$ cat src/rtl/bsg_beat_to_word_pkg.sv
// Shared types and helpers for the beat-to-word assembler.
package bsg_beat_to_word_pkg;

    typedef enum logic {eFILL, eFULL} state_e;

    // Maps the running beat count to the lane of the word that the beat fills.
    function automatic int lane_idx(input int cnt, input int els, input bit msb_first);
        return msb_first ? (els - 1 - cnt) : cnt;
    endfunction

endpackage

$ cat src/rtl/bsg_counter_clear_up.sv
// Up counter with synchronous clear (clear wins over up) and async active-high reset.
module bsg_counter_clear_up #(
    parameter int width_p = 2
) (
    input  logic               clk_i,
    input  logic               reset_i,
    input  logic               clear_i,
    input  logic               up_i,
    output logic [width_p-1:0] count_o
);

    always_ff @(posedge clk_i or posedge reset_i) begin
        if (reset_i)
            count_o <= '0;
        else if (clear_i)
            count_o <= '0;
        else if (up_i)
            count_o <= count_o + 1'b1;
    end

endmodule

$ cat src/rtl/bsg_beat_to_word.sv
// Assembles els_p narrow beats into one width_p word, presented with a v_o/yumi_i
// handshake; a new word's first beat may be taken in the same cycle the old one is consumed.
module bsg_beat_to_word
    import bsg_beat_to_word_pkg::*;
#(
    parameter int width_p     = 16,
    parameter int els_p       = 4,
    parameter int msb_first_p = 0
) (
    input  logic                     clk_i,
    input  logic                     reset_i,
    input  logic [width_p/els_p-1:0] data_i,
    input  logic                     v_i,
    output logic                     ready_o,
    input  logic                     flush_i,
    output logic [width_p-1:0]       data_o,
    output logic                     v_o,
    input  logic                     yumi_i
);

    localparam int bw = width_p / els_p;
    localparam int cw = $clog2(els_p);
    localparam logic [cw-1:0] last_cnt = cw'(els_p - 1);

    if ((width_p % els_p) != 0 || els_p < 2) begin : g_bad_params
        $error("bsg_beat_to_word: width_p must be a multiple of els_p and els_p >= 2");
    end

    state_e         state_r, state_n;
    logic [cw-1:0]  cnt;
    logic [width_p-1:0] data_r;
    logic           accept, last_beat;
    int             lane;

    assign accept    = v_i & ready_o;
    assign last_beat = (cnt == last_cnt);
    assign lane      = lane_idx(int'(cnt), els_p, msb_first_p != 0);

    // Flush and word completion both return the counter to 0; in FULL cnt is already 0.
    bsg_counter_clear_up #(.width_p(cw)) beat_cnt (
        .clk_i   (clk_i),
        .reset_i (reset_i),
        .clear_i (flush_i | (accept & last_beat)),
        .up_i    (accept & ~last_beat),
        .count_o (cnt)
    );

    always_ff @(posedge clk_i or posedge reset_i) begin
        if (reset_i)
            state_r <= eFILL;
        else
            state_r <= state_n;
    end

    always_comb begin
        state_n = state_r;
        ready_o = 1'b0;
        v_o     = 1'b0;
        case (state_r)
            eFILL: begin
                ready_o = ~flush_i;
                if (accept && last_beat)
                    state_n = eFULL;
            end
            eFULL: begin
                v_o     = 1'b1;
                ready_o = yumi_i & ~flush_i;
                if (yumi_i)
                    state_n = eFILL;
            end
            default: state_n = eFILL;
        endcase
    end

    always_ff @(posedge clk_i or posedge reset_i) begin
        if (reset_i)
            data_r <= '0;
        else
            for (int i = 0; i < els_p; i++)
                if (accept && lane == i)
                    data_r[i*bw +: bw] <= data_i;
    end

    assign data_o = data_r;

    always_ff @(posedge clk_i) begin
        if (!reset_i)
            assert (!(yumi_i && !v_o))
            else $error("bsg_beat_to_word: yumi_i asserted while v_o is low");
    end

endmodule
$ cat config.mk
export PLATFORM = sky130hd
export DESIGN_NAME = bsg_beat_to_word
export DESIGN_NICKNAME = d
export VERILOG_FILES = /design/src/rtl/bsg_beat_to_word_pkg.sv /design/src/rtl/bsg_counter_clear_up.sv /design/src/rtl/bsg_beat_to_word.sv
export SDC_FILE = /design/constraint.sdc
export NUM_CORES = 1
export LEC_CHECK = 0
export ABC_AREA = 1
export CAP_MARGIN = 30
export CORE_MARGIN = 10
export CORE_UTILIZATION = 40
export CTS_CLUSTER_SIZE = 20
export DETAILED_ROUTE_END_ITERATION = 10
export PLACE_DENSITY = 0.73
export SLEW_MARGIN = 20
export SYNTH_ARGS = -nofsm -noshare
export SYNTH_HDL_FRONTEND = slang
export SYNTH_SLANG_ARGS = --single-unit
export TNS_END_PERCENT = 50
$ cat constraint.sdc
create_clock -name clk_i -period 1.1 [get_ports clk_i]
set_input_delay 0.22 -clock clk_i [delete_from_list [all_inputs] [get_ports clk_i]]
set_output_delay 0.22 -clock clk_i [all_outputs]
set_load 0.05 [all_outputs]
# After elaboration in Yosys (flattened, before gate mapping)

Cells that the tools add are included.
Widths: inputs -> output; s select.

Bitwise gates (word level): 8
Divide/modulo/power cells: 0
Mux-type cells: 7
Shift-type cells: 0
$lt $le $gt $ge: 0
$mul: 0
Equal/unequal tests: 4
Reductions and logical operators: 7
Add/subtract/negate cells: 1

Operator list:

| kind                | count |
|---|---|
| $logic_not 32->1    | 1 |
| $eq 2x2->1 const B  | 3 |
| $logic_and 1x1->1   | 5 |
| $and 1x1->1         | 4 |
| $mux 2              | 2 |
| $pmux 1 s2          | 2 |
| $mux 1              | 3 |
| $not 1->1           | 3 |
| $add 2x1->2 const B | 1 |
| $eq 2x1->1 const B  | 1 |
| $reduce_bool 2->1   | 1 |
| $or 1x1->1          | 1 |

Bits of input ports: 9
Memory bits (read-only): 0
Register bits: 19
Memories: 0
Word-level logic and storage cells: 33
Bits in latches: 0
Output and inout port bits: 18
Memory bits (writable): 0

# Depth between registers and ports, before layout

Depth in word-level cells: 7
Mapped depth: 6
Depth with buffers taken out: 6

# By module

A second synthesis with hierarchy kept.

Cell total of the unflattened synthesis: 102
Area, all modules: 878.3 um^2

By module, submodules not included:

| module               | times used | area each (um^2) | seq. area each (um^2) | cells each |
|---|---|---|---|---|
| bsg_beat_to_word     | 1          | 788.3            | 425.4                 | 90 |
| bsg_counter_clear_up | 1          | 90.1             | 50.0                  | 12 |

# Least setup slack after synthesis

OpenSTA, ideal clock, no wires.

Path type: register to register
Start: reg state_r
End: reg beat_cnt.count_o[0]
Arrival time: 1,765 ps
Library setup time: 77 ps
Data required time: 1,023 ps
Stages on the path, launching flop included: 4
Path buffers: 0
Slack: -742 ps
Period minus slack after synthesis: 1,842 ps
Cells stage by stage: dfrtp_1 -> a21oi_1 -> nand3_1 -> a21oi_1

Word-level cells in the longest chain between the ends: 6
Elaborated cells between the ends (all ways): 8
Those cells by class: mux (2); bitwise (5); reduce/logical (1)

Ends and longest elaborated chain:

| element                                     | RTL line                   | text |
|---|---|---|
| start, declared                             | bsg_beat_to_word.sv:29     | `state_e state_r, state_n;` |
| start signal, assigned                      | bsg_beat_to_word.sv:50     | `state_r <= eFILL;` |
| start signal, assigned                      | bsg_beat_to_word.sv:52     | `state_r <= state_n;` |
| $not 1->1                                   | n/a                        |  |
| $pmux 1 s2 (*)                              | bsg_beat_to_word.sv:59     | `case (state_r)` |
| named net ready_o                           | bsg_beat_to_word.sv:14     | `output logic ready_o,` |
| $and 1x1->1 (*)                             | bsg_beat_to_word.sv:35     | `assign accept = v_i & ready_o;` |
| $and 1x1->1                                 | bsg_beat_to_word.sv:43     | `.clear_i (flush_i \| (accept & last_beat)),` |
| $or 1x1->1                                  | bsg_beat_to_word.sv:43     |  |
| $mux 2 or $reduce_bool 2->1 (tied branches) | n/a                        |  |
| end signal, assigned                        | bsg_counter_clear_up.sv:18 | `count_o <= count_o + 1'b1;` |
| end, declared                               | bsg_counter_clear_up.sv:9  | `output logic [width_p-1:0] count_o` |

The timed path passes the listed nets; every way through them passes the cells marked *.
A chain may end at the register's enable or synchronous reset.

# Worst setup path after layout

Start: reg state_r
End: out ready_o

Word-level cells in the longest chain between the ends: 2

Ends and longest elaborated chain:

| element        | RTL line |
|---|---|
| $not 1->1      | n/a |
| $pmux 1 s2 (*) | bsg_beat_to_word.sv:59 |
| end, declared  | bsg_beat_to_word.sv:14 |

Every way passes the cells marked *; elsewhere a longest branch is shown, timed or not.

==> flow_metrics.py <==
metrics = {
    "run_status": {
        "status": "finished with violations",
        "failed_checks": "setup timing",
    },
    "setup_path": {
        "r2r_cells": 7,
        "cp_max_fo": 2,
        "worstSetupStartpointType": "flop",
        "critPathKind": "flop to output port",
        "setup.worst_path.end_class": "output port",
        "r2r-end": "data_o[7]$_DFFE_PP0P_",
        "cp-startpoint": "state_r$_DFF_PP0_",
        "crit_required_ns": 0.88,
        "cp.arrival_ns": 1.15,
        "rrSetupSlack_ns": -0.21,
        "r2r_start": "state_r$_DFF_PP0_",
        "worstSetupEndpoint": "ready_o",
    },
    "floorplanning": {
        "io_pins": 27,
        "die_w_um": 66.3,
        "placementRows": 16,
        "dieArea_mm2": 0.00440,
        "start_util_pct": 42.9,
        "core_region_area_mm2": 0.00200,
        "die_y_um": 66.3,
    },
    "placement": {
        "gp_congestion": 0.802,
        "portBuffers": 26,
        "place_ws_ns": -0.428,
        "dpl.hpwl_um": 1760,
    },
    "logic_synthesis": {
        "synth_top_area_cell": "dfrtp_1",
        "synth_area_um2": 858,
        "synth-seq-cells": 19,
        "yosys-top-cells-area": "dfrtp_1, nand2_1, ha_1",
        "synth_most_common_cell": "nand2_1",
        "syn_inst": 98,
        "syn-num-nets": 111,
        "synth_edf_count": 0,
        "synth.top_cell.area_share_pct": 55.4,
        "synthTopCellsByCount": "nand2_1, dfrtp_1, inv_1, o21ai_1",
        "synth_warnings": 0,
        "synth_async_sr_flop_share_pct": 100,
        "yosysSeqAreaShare_pct": 55.4,
        "synth_area_per_cell_um2": 8.76,
        "ys_types": 14,
        "synth_ff_type": "dfrtp_1",
    },
    "cells_and_area": {
        "fin_nets": 154,
        "area_delta_synth_final_pct": 82.1,
        "drive_above_1_share_pct": 36.4,
        "n_antenna_cell": 0,
    },
    "clock_tree": {
        "htreeDepth": 1,
        "cts_buffers": 3,
        "clk_latency_ns": 0.30,
        "cts.sinks": 19,
        "cts-root-buf": "clkbuf_4",
        "cts_tree": "yes",
        "clk_pin_slew_ns": 0.11,
        "clockBufferDepth": 2,
    },
    "timing": {
        "fin_tns_setup_ns": -3.80,
        "setup_viol": 33,
        "slew_headroom_pct": 71.0,
        "rsz0062_at_grt": "yes",
        "timing_hold_violations_final": 0,
        "fmax_mhz": 732,
        "slew_viol_final": 0,
        "layout_setup_ws_ns": -0.267,
        "whs_ns": 0.226,
        "finalClockSkew_ns": 0.00743,
        "fin_crit_sh_pct": 124,
        "tightest_slew_ns": 0.434,
        "min_period_ns": 1.37,
    },
    "drt": {
        "vias": 819,
        "routed_wl_um": 2580,
        "route.detailed.drc": 0,
        "drt_iter0_drc": 36,
        "ant_nets": 0,
        "wl_per_cell_um": 15.4,
        "viasPerCell": 4.90,
        "first_pass_iters": 4,
    },
    "grt": {
        "globalRouteMet3Util_pct": 5.42,
        "grt_pass1_vias": 872,
        "use_met1_pct": 13.2,
        "gr-total-overflow": 0,
        "grt_first_pass_wirelength_um": 4060,
        "met2_usage_pct": 18.3,
        "grt_max_degree": 20,
        "busiest_layer": "met2",
        "antenna_found_initial": 0,
        "grt_usage_pct": 11.6,
    },
    "power": {
        "ir_worst_vdd_mv": 1.08,
        "leakage_nw": 0.767,
        "power.total_mw": 2.40,
        "powerDensity_mw_per_mm2": 1540,
    },
    "job": {
        "maxCapViolCount": 0,
    },
    "min_path": {
        "hp-class": "primary input to asynchronous set/reset pin",
    },
}
-- metrics by stage --
stage          area (µm²)  utilization [%]  std cells
2_1_floorplan         871                -         98
3_3_place_gp         1400             69.7        156
6_report             1560             78.1        167
3_5_place_dp         1400             69.7        156
5_1_grt              1560             78.1        167
4_1_cts              1510             75.3        165
-- sequential cells by signal (all words and copies together), names as in the netlist --
register / count
beat_cnt.count_o: 2
data_o: 16
state_r: 1
-- cells in the final DEF (no fill, tap or decap), drive strengths merged --
cell,count
nand2,40
o21ai,13
nor2,4
ha,4
clkdlybuf4s50,6
buf,29
nand3,6
clkbuf,3
nand4,1
clkinv,1
inv,10
a21oi,2
dlymetal6s2s,2
dfrtp,19
-- kinds of logic after synthesis --
kind of cell             synth area share (%)
AND/OR/NAND/NOR                          24.8
AO/OA/AOI/OAI                            8.75
buffers and inverters                    5.25
adder cells (fa/ha/maj)                  5.83
flip-flops                               55.4
-- what timing repair did --
item | in CTS | in global routing
setup buffers | 3 | 2
pin swaps | 1 | 6
resized for setup | 12 | 13
hold buffers | 0 | 0
endpoints found under the setup margin | 37 | 37
gates cloned | 2 | 0
-- layout make-up --
cell class / instances / area (µm²)
fillers: 116 / 439
repair buffers: 37 / 548
flip-flops and latches: 19 / 477
clock inverters: 1 / 5.00
clock buffers: 3 / 22.5
multi-input cells: 70 / 439
well taps: 27 / 33.8
inverters: 10 / 37.5
-- how the worst min path moves through the flow --
stage	from	to	slack, ns	depth (start not counted)
finish	reset_i	data_o[10]$_DFFE_PP0P_	0.23	3
global route	reset_i	data_o[6]$_DFFE_PP0P_	0.23	3
CTS	reset_i	data_o[10]$_DFFE_PP0P_	0.23	3
detailed placement	data_o[11]$_DFFE_PP0P_	data_o[11]$_DFFE_PP0P_	0.54	2
global placement	data_o[14]$_DFFE_PP0P_	data_o[14]$_DFFE_PP0P_	0.52	2
floorplan	reset_i	beat_cnt.count_o[0]$_DFFE_PP0P_	0.17	1
-- power by group --
| group | internal, mW | switching (mW) | total [mW] |
|---|---|---|---|
| clock network | 0.136 | 0.223 | 0.359 |
| logic | 0.520 | 0.593 | 1.11 |
| registers | 0.807 | 0.121 | 0.928 |
| total | 1.46 | 0.937 | 2.40 |
-- worst max-delay path, cell delays in order (launching register included) --
cell,delay (ns)
dfrtp_2,0.43
buf_6,0.12
a21oi_4,0.15
buf_12,0.15
-- per-layer routing --
layer | part of all wire, % | vias to the layer above
met5 | 0 | -
met4 | 0.31 | 0
met3 | 11 | 2
met2 | 49 | 36
met1 | 40 | 388
li1 | - | 393
Power figures use the tool's default switching activity.
